[config.mk]
export PLATFORM = sky130hd
export DESIGN_NAME = cmp_stream_unit
export DESIGN_NICKNAME = d
export VERILOG_FILES = /design/src/rtl/cmp_stream_unit.sv
export SDC_FILE = /design/constraint.sdc
export NUM_CORES = 1
export LEC_CHECK = 0
export CORE_UTILIZATION = 41
export CTS_CLUSTER_SIZE = 25
export DETAILED_ROUTE_END_ITERATION = 10
export PLACE_DENSITY = 0.78
export RECOVER_POWER = 100
export SLEW_MARGIN = 20
export SYNTH_ARGS = -nofsm -noshare
export SYNTH_HDL_FRONTEND = slang
export SYNTH_SLANG_ARGS = --single-unit
[constraint.sdc]
create_clock -name clk -period 2.76 [get_ports clk]
set_clock_uncertainty 0.15 [all_clocks]
set_input_delay 0.552 -clock clk [delete_from_list [all_inputs] [get_ports clk]]
set_output_delay 0.552 -clock clk [all_outputs]
set_load 0.01 [all_outputs]
[src/rtl/cmp_stream_unit.sv]
// Pipelined signed/unsigned comparator (LT/EQ/MIN/MAX) behind a one-entry valid/ready output register.
// Optional running min/max tracker on operand a, enabled by defining CMP_TRACK_EN.
module cmp_stream_unit #(
    parameter int WIDTH     = 32,
    parameter int CNT_WIDTH = 16
) (
    input  logic                 clk,
    input  logic                 rst_n,
    input  logic                 in_valid,
    output logic                 in_ready,
    input  logic [1:0]           op,
    input  logic                 sgn,
    input  logic [WIDTH-1:0]     a,
    input  logic [WIDTH-1:0]     b,
    output logic                 out_valid,
    input  logic                 out_ready,
    output logic [WIDTH-1:0]     result,
    output logic                 lt_flag,
    output logic                 eq_flag,
    output logic [CNT_WIDTH-1:0] txn_cnt,
    output logic                 dbg_full
`ifdef CMP_TRACK_EN
    ,
    input  logic                 trk_clr,
    input  logic                 trk_sgn,
    output logic [WIDTH-1:0]     trk_min,
    output logic [WIDTH-1:0]     trk_max,
    output logic                 trk_vld
`endif
);

    typedef enum logic {EMPTY = 1'b0, FULL = 1'b1} state_t;

    localparam logic [1:0] OP_LT  = 2'b00;
    localparam logic [1:0] OP_EQ  = 2'b01;
    localparam logic [1:0] OP_MIN = 2'b10;

    state_t                 state_q;
    logic [WIDTH-1:0]       result_q, result_d;
    logic                   lt_q, lt_d;
    logic                   eq_q, eq_d;
    logic [CNT_WIDTH-1:0]   cnt_q;
    logic                   accept;
    logic                   drain;

    // Handshake: a transfer happens on an edge where valid and ready are both high.
    // in_ready lets a new operand in whenever the output slot is empty or being drained.
    assign out_valid = (state_q == FULL);
    assign in_ready  = !out_valid || out_ready;
    assign accept    = in_valid && in_ready;
    assign drain     = out_valid && out_ready;

    assign result   = result_q;
    assign lt_flag  = lt_q;
    assign eq_flag  = eq_q;
    assign txn_cnt  = cnt_q;
    assign dbg_full = (state_q == FULL);

    always_comb begin
        lt_d = sgn ? ($signed(a) < $signed(b)) : (a < b);
        eq_d = (a == b);
        case (op)
            OP_LT:   result_d = {{(WIDTH-1){1'b0}}, lt_d};
            OP_EQ:   result_d = {{(WIDTH-1){1'b0}}, eq_d};
            OP_MIN:  result_d = lt_d ? a : b;
            default: result_d = lt_d ? b : a;
        endcase
    end

    always_ff @(posedge clk) begin
        if (!rst_n) begin
            state_q  <= EMPTY;
            result_q <= '0;
            lt_q     <= 1'b0;
            eq_q     <= 1'b0;
            cnt_q    <= '0;
        end else begin
            case (state_q)
                EMPTY: if (accept) state_q <= FULL;
                FULL:  if (drain && !accept) state_q <= EMPTY;
                default: state_q <= EMPTY;
            endcase
            if (accept) begin
                result_q <= result_d;
                lt_q     <= lt_d;
                eq_q     <= eq_d;
                cnt_q    <= cnt_q + CNT_WIDTH'(1);
            end
        end
    end

`ifdef CMP_TRACK_EN
    logic [WIDTH-1:0] tmin_q;
    logic [WIDTH-1:0] tmax_q;
    logic             tvld_q;
    logic             a_below_min;
    logic             a_above_max;

    assign a_below_min = trk_sgn ? ($signed(a) < $signed(tmin_q)) : (a < tmin_q);
    assign a_above_max = trk_sgn ? ($signed(a) > $signed(tmax_q)) : (a > tmax_q);

    // A clear that coincides with an accept makes that operand the first sample.
    always_ff @(posedge clk) begin
        if (!rst_n) begin
            tmin_q <= '0;
            tmax_q <= '0;
            tvld_q <= 1'b0;
        end else if (accept && (trk_clr || !tvld_q)) begin
            tmin_q <= a;
            tmax_q <= a;
            tvld_q <= 1'b1;
        end else if (trk_clr) begin
            tmin_q <= '0;
            tmax_q <= '0;
            tvld_q <= 1'b0;
        end else if (accept) begin
            if (a_below_min) tmin_q <= a;
            if (a_above_max) tmax_q <= a;
        end
    end

    assign trk_min = tmin_q;
    assign trk_max = tmax_q;
    assign trk_vld = tvld_q;
`endif

endmodule
# Word-level counts from Yosys, hierarchy flattened
# Index checks and enable logic that the tools add are counted.
# Widths: inputs -> output; s select.
# totals
register_bits	51
input_bits	71
output_inout_bits	53
word_cells	26
# op_classes
n_addsub	1
magnitude_cmp	2
eq_ne	3
muxes	7
bitwise_logic	1
reduce_logical	7
# op_table
operator	n
$pmux 32 s3	1
$lt 32x32->1	2
$mux 32	2
$eq 32x32->1	1
$add 16x1->16 const B	1
$logic_and 1x1->1	3
$mux 1	3
$eq 2x1->1 const B	1
$eq 2x2->1 const B	1
$logic_not 1->1	2
$logic_not 2->1	1
$pmux 1 s2	1
$logic_or 1x1->1	1
$not 1->1	1

# Depth between registers and ports, before layout
# Gate-level depths: netlist (run 1).
# logic_depth
ltp_word	7
depth_mapped	12
depth_no_buf	10

# Worst setup path before layout (run 1)
# OpenSTA, ideal clock, no wires.
# synth_timing
path_type	input -> register
startpoint	input b[7]
endpoint	register result_q[10] (netlist: result[10])
setup_ps	122
t_arrival_ps	2619
t_required_ps	2488
setup_slack_ps	-131
path_stages	12
cell_sequence	inv_1 -> ha_1 -> a21oi_1 -> o21ai_1 -> a221oi_2 -> o211ai_2 -> a211oi_2 -> nor4_2 -> or2_1 -> buf_6 -> buf_6 -> a311o_1
# synth_between
elab_chain_cells	4
# synth_lines
item	line_no	rtl
start: declaration	14	input logic [WIDTH-1:0] b,
$lt 32x32->1	60	lt_d = sgn ? ($signed(a) < $signed(b)) : (a < b);
$mux 1 *	60	
$mux 32 (on tied branches)	66, 65	
$pmux 32 s3 *	62	case (op)
end signal: assignment	84	result_q <= result_d;
end: declaration	39	logic [WIDTH-1:0] result_q, result_d;
# Every way passes the cells marked *; elsewhere a longest branch is shown, timed or not.
# A chain may end at the register's enable or synchronous reset.

# Worst setup path after layout (run 1)
# layout_timing
startpoint	input a[27]
endpoint	register result_q[0] (netlist: result[0])
# layout_between
elab_chain_cells	4
# layout_lines
item	line_no	rtl
start: declaration	13	input logic [WIDTH-1:0] a,
$lt 32x32->1	60	
$mux 1	60	
$mux 32 (on tied branches)	66, 65	
$pmux 32 s3 *	62	
# Marks and branches as above.

==> flow_summary.toml, run 1 <==
[cells_and_area]
nFillCells = 558
final_nets = 663
multi_input_area_um2 = 2540
area_growth_pct = 66.6
seq_area_um2 = 1020
stdcell_count = 662
drive_gt1_share_pct = 36.8
antenna_cells = 0

[synth]
yosysWarnings = 0
synthAdderAreaFrac_pct = 12.4
synth.net_count = 503
synth_compound_area_share_pct = 18.0
ys.flop_type = "dfxtp_1"
synthCells = 399
yosysTopAreaCellShare_pct = 30.6
synth-xor-area-share_pct = 3.15
yosysTopAreaCell = "dfxtp_1"
synth_edf_count = 0
yosys.area_share.simple_pct = 27.1
synth_seq_cells = 51
synth_area_leaders = "dfxtp_1, ha_1, a311o_1"
synth_cell_types = 46
ys_async_sr_fraction_pct = 0
avgSynthCellArea_um2 = 8.35
muxShareOfSynthArea_pct = 0.601
synth_top_family_by_area = "simple AND/OR/NAND/NOR gates"
synth-seq-area-share_pct = 30.6
syn_area_um2 = 3330

[critical_path]
crit_path_start_kind = "input pin"
end_kind = "flip-flop"
crit_arrival_ns = 2.89
path_class = "in -> reg"
cp_max_fo = 3
crit_required_ns = 2.87

[global_routing]
grtUsageTotal_pct = 26.3
grt_start_max_net_pins = 63
grt_pass1_vias = 3698
antenna_found_initial = 0
grt_pass1_wl_mm = 17.5
overflow = 0

[placement]
gp_congestion = 0.800
numPortBuffers = 123
hpwl_mm = 6.85
preCtsSetupSlack_ns = -0.789
dp_cells = 630

[power_and_ir_drop]
p_sw_uw = 657
combPwrFrac_pct = 36.4
p_clk_share_pct = 24.2
p_per_area_nw_per_um2 = 361
ir_drop_mv = 0.205
p_seq_share_pct = 39.4
p_sw_share_pct = 32.8
power.internal_uw = 1350
p_leak_uw = 0.00240

[die]
die_h_um = 92.2
initial_utilization_pct = 42.7
dieWidth_um = 92.2
die-area_um2 = 8490
core_um2 = 7810
row_count = 32
ios = 124

[routing]
initialDrtViolationCount = 83
wl_per_cell_um = 16.8
drt_wl_total_mm = 11.1
dr_total_vias = 3615
vias_per_cell = 5.46
drc_errors = 0
ant_nets = 0
first_pass_iters = 5

[min_path]
hold_class = "in -> reg"

[timing]
worst_slack_ns = -0.0242
fin_crit_sh_pct = 101
timing.setup.tns_ns = -0.0242
clock.fmax_ghz = 0.359
slew_headroom_pct = 53.1
final_hold_viol_count = 0
setup_viol = 1
fin_crit_ns = 2.78
drv_slew = 0
rsz0062_at_grt = "true"
worst_pin_slew_ns = 0.704

[clock_tree]
root_buffer = "clkbuf_8"
htree_levels = 2
ctsLongestPathBuffers = 2
clock-sinks = 51
cts_buffers = 5
insertion_delay_ns = 0.33
tritoncts = "done"
clk_pin_slew_worst_paths_ns = 0.10

[run]
max_cap_violations = 0

[status]
violations = "negative setup slack"
status = "finished with violations"
[cells in the mapped netlist (2+ instances only)]
cell / number
and2_1: 45
inv_1: 36
xor2_1: 2
a211o_1: 2
xnor2_1: 10
or3_1: 4
mux2i_1: 2
ha_1: 33
a21boi_0: 4
dfxtp_1: 51
a21oi_1: 15
buf_6: 4
nor2b_1: 4
o21ai_0: 7
and4_1: 3
clkbuf_1: 16
a311o_1: 31
nand3_1: 6
nand4_1: 13
buf_2: 4
nor3_1: 34
nand2_1: 45
nor2_1: 2
o21ai_1: 2
and3_1: 3
[per-layer routing]
metal | GRT usage (%) | part of all wire [%] | vias up
li1 | - | - | 1743
met1 | 29.4 | 41 | 1685
met2 | 47.4 | 50 | 154
met3 | 5.89 | 6.1 | 33
met4 | 11.8 | 2.8 | 0
met5 | 0 | 0 | -
[cells by family after synthesis]
kind of cell             after synthesis
multiplexers                           2
AND/OR/NAND/NOR                      167
buffers and inverters                 61
adder cells (fa/ha/maj)               33
AO/OA/AOI/OAI                         73
XOR/XNOR                              12
flip-flops                            51
[through the flow]
stage          area, um^2  hold slack (ns)  power (uW)  utilization [%]
3_5_place_dp         4950            0.335        1380             63.4
2_1_floorplan        3450            0.358        1080                -
3_3_place_gp         4950            0.329        1370             63.4
6_report             5550            0.326        2010             71.1
4_1_cts              5450            0.318        1980             69.8
5_1_grt              5550            0.332        2090             71.1
[path summary, 6_finish.rpt]
| path | start | end | slack (ns) | cells after the start |
|---|---|---|---|---|
| max | a[27] | result[0]$_SDFFE_PN0P_ | -0.02 | 15 |
| max reg2reg | dbg_full$_SDFF_PN0_ | txn_cnt[15]$_SDFFE_PN0P_ | 0.52 | 7 |
| min reg2reg | txn_cnt[15]$_SDFFE_PN0P_ | txn_cnt[15]$_SDFFE_PN0P_ | 0.35 | 2 |
| min | b[26] | result[26]$_SDFFE_PN0P_ | 0.33 | 2 |
[repair_timing]
item,in CTS,in global routing
pin swaps,30,25
hold buffers,0,0
setup endpoints to repair,33,33
endpoints found under the hold margin,0,0
gates resized for setup,255,69
cloned,4,0
buffers inserted,16,7
[registers in the layout, indices dropped and copies added (netlist names)]
name      cells
dbg_full      1
txn_cnt      16
eq_flag       1
result       32
lt_flag       1
[layout make-up]
cell class,instances,share of cell area [%]
well taps,102,2.30
repair buffers,178,29.3
flip-flops and latches,51,18.4
inverters,36,2.61
clock buffers,5,1.24
multi-input cells,287,45.7
clock inverters,3,0.473
[power by group through the flow]
stage / combinational, uW / sequential [uW] / clock, uW
after floorplan: 262 / 821 / 0
after global placement: 563 / 807 / 0
after detailed placement: 573 / 808 / 0
after CTS: 695 / 792 / 491
after global routing: 783 / 795 / 513
final: 730 / 791 / 485
[worst max-delay path, cell delays in order]
cell and delay [ns]:
buf_6 0.10, ha_4 0.26, nand4_1 0.20, buf_4 0.21
buf_4 0.12, buf_4 0.13, buf_4 0.12, buf_4 0.12
buf_4 0.13, buf_4 0.13, nor3_2 0.12, and3_1 0.20
o21ai_0 0.09, a31o_2 0.25, a41oi_2 0.18
[layout by cell type, fill, tap and decap left out, types with 3 or more instances in the layout]
master           instances
o21ai_0                  5
nand3_1                  6
and2_1                  33
nand4_1                 13
o21ai_1                  3
ha_4                    26
buf_4                   40
inv_1                   12
nor3_2                   7
dlygate4sd2_1            4
a21oi_2                 12
or3_1                    3
buf_2                   19
and2_0                  11
inv_4                    4
clkbuf_2                16
nor3_1                  28
clkdlybuf4s15_2          7
and4_1                   3
a311o_1                 31
clkdlybuf4s50_1          6
ha_1                     5
a21boi_0                 4
nand2_1                 44
clkdlybuf4s15_1          6
buf_8                    3
xnor2_1                 10
clkbuf_8                 5
dlygate4sd3_1           53
dfxtp_1                 51
inv_2                   20
buf_6                   15
buf_12                   4
buf_16                   3
No activity file was read; power rests on OpenSTA's default activity.
==> run 2: changes to the inputs <==
--- a/constraint.sdc
+++ b/constraint.sdc
@@ -4,2 +4,2 @@
 set_output_delay 0.552 -clock clk [all_outputs]
-set_load 0.01 [all_outputs]
+set_load 0.02 [all_outputs]
==> results of run 2 <==
Same layout as run 1 (identical final DEF). Status: finished with violations: negative setup slack.
Among the figures that moved: total power 2010 uW -> 2030 uW; worst IR drop on VDD 0.205 mV -> 0.209 mV
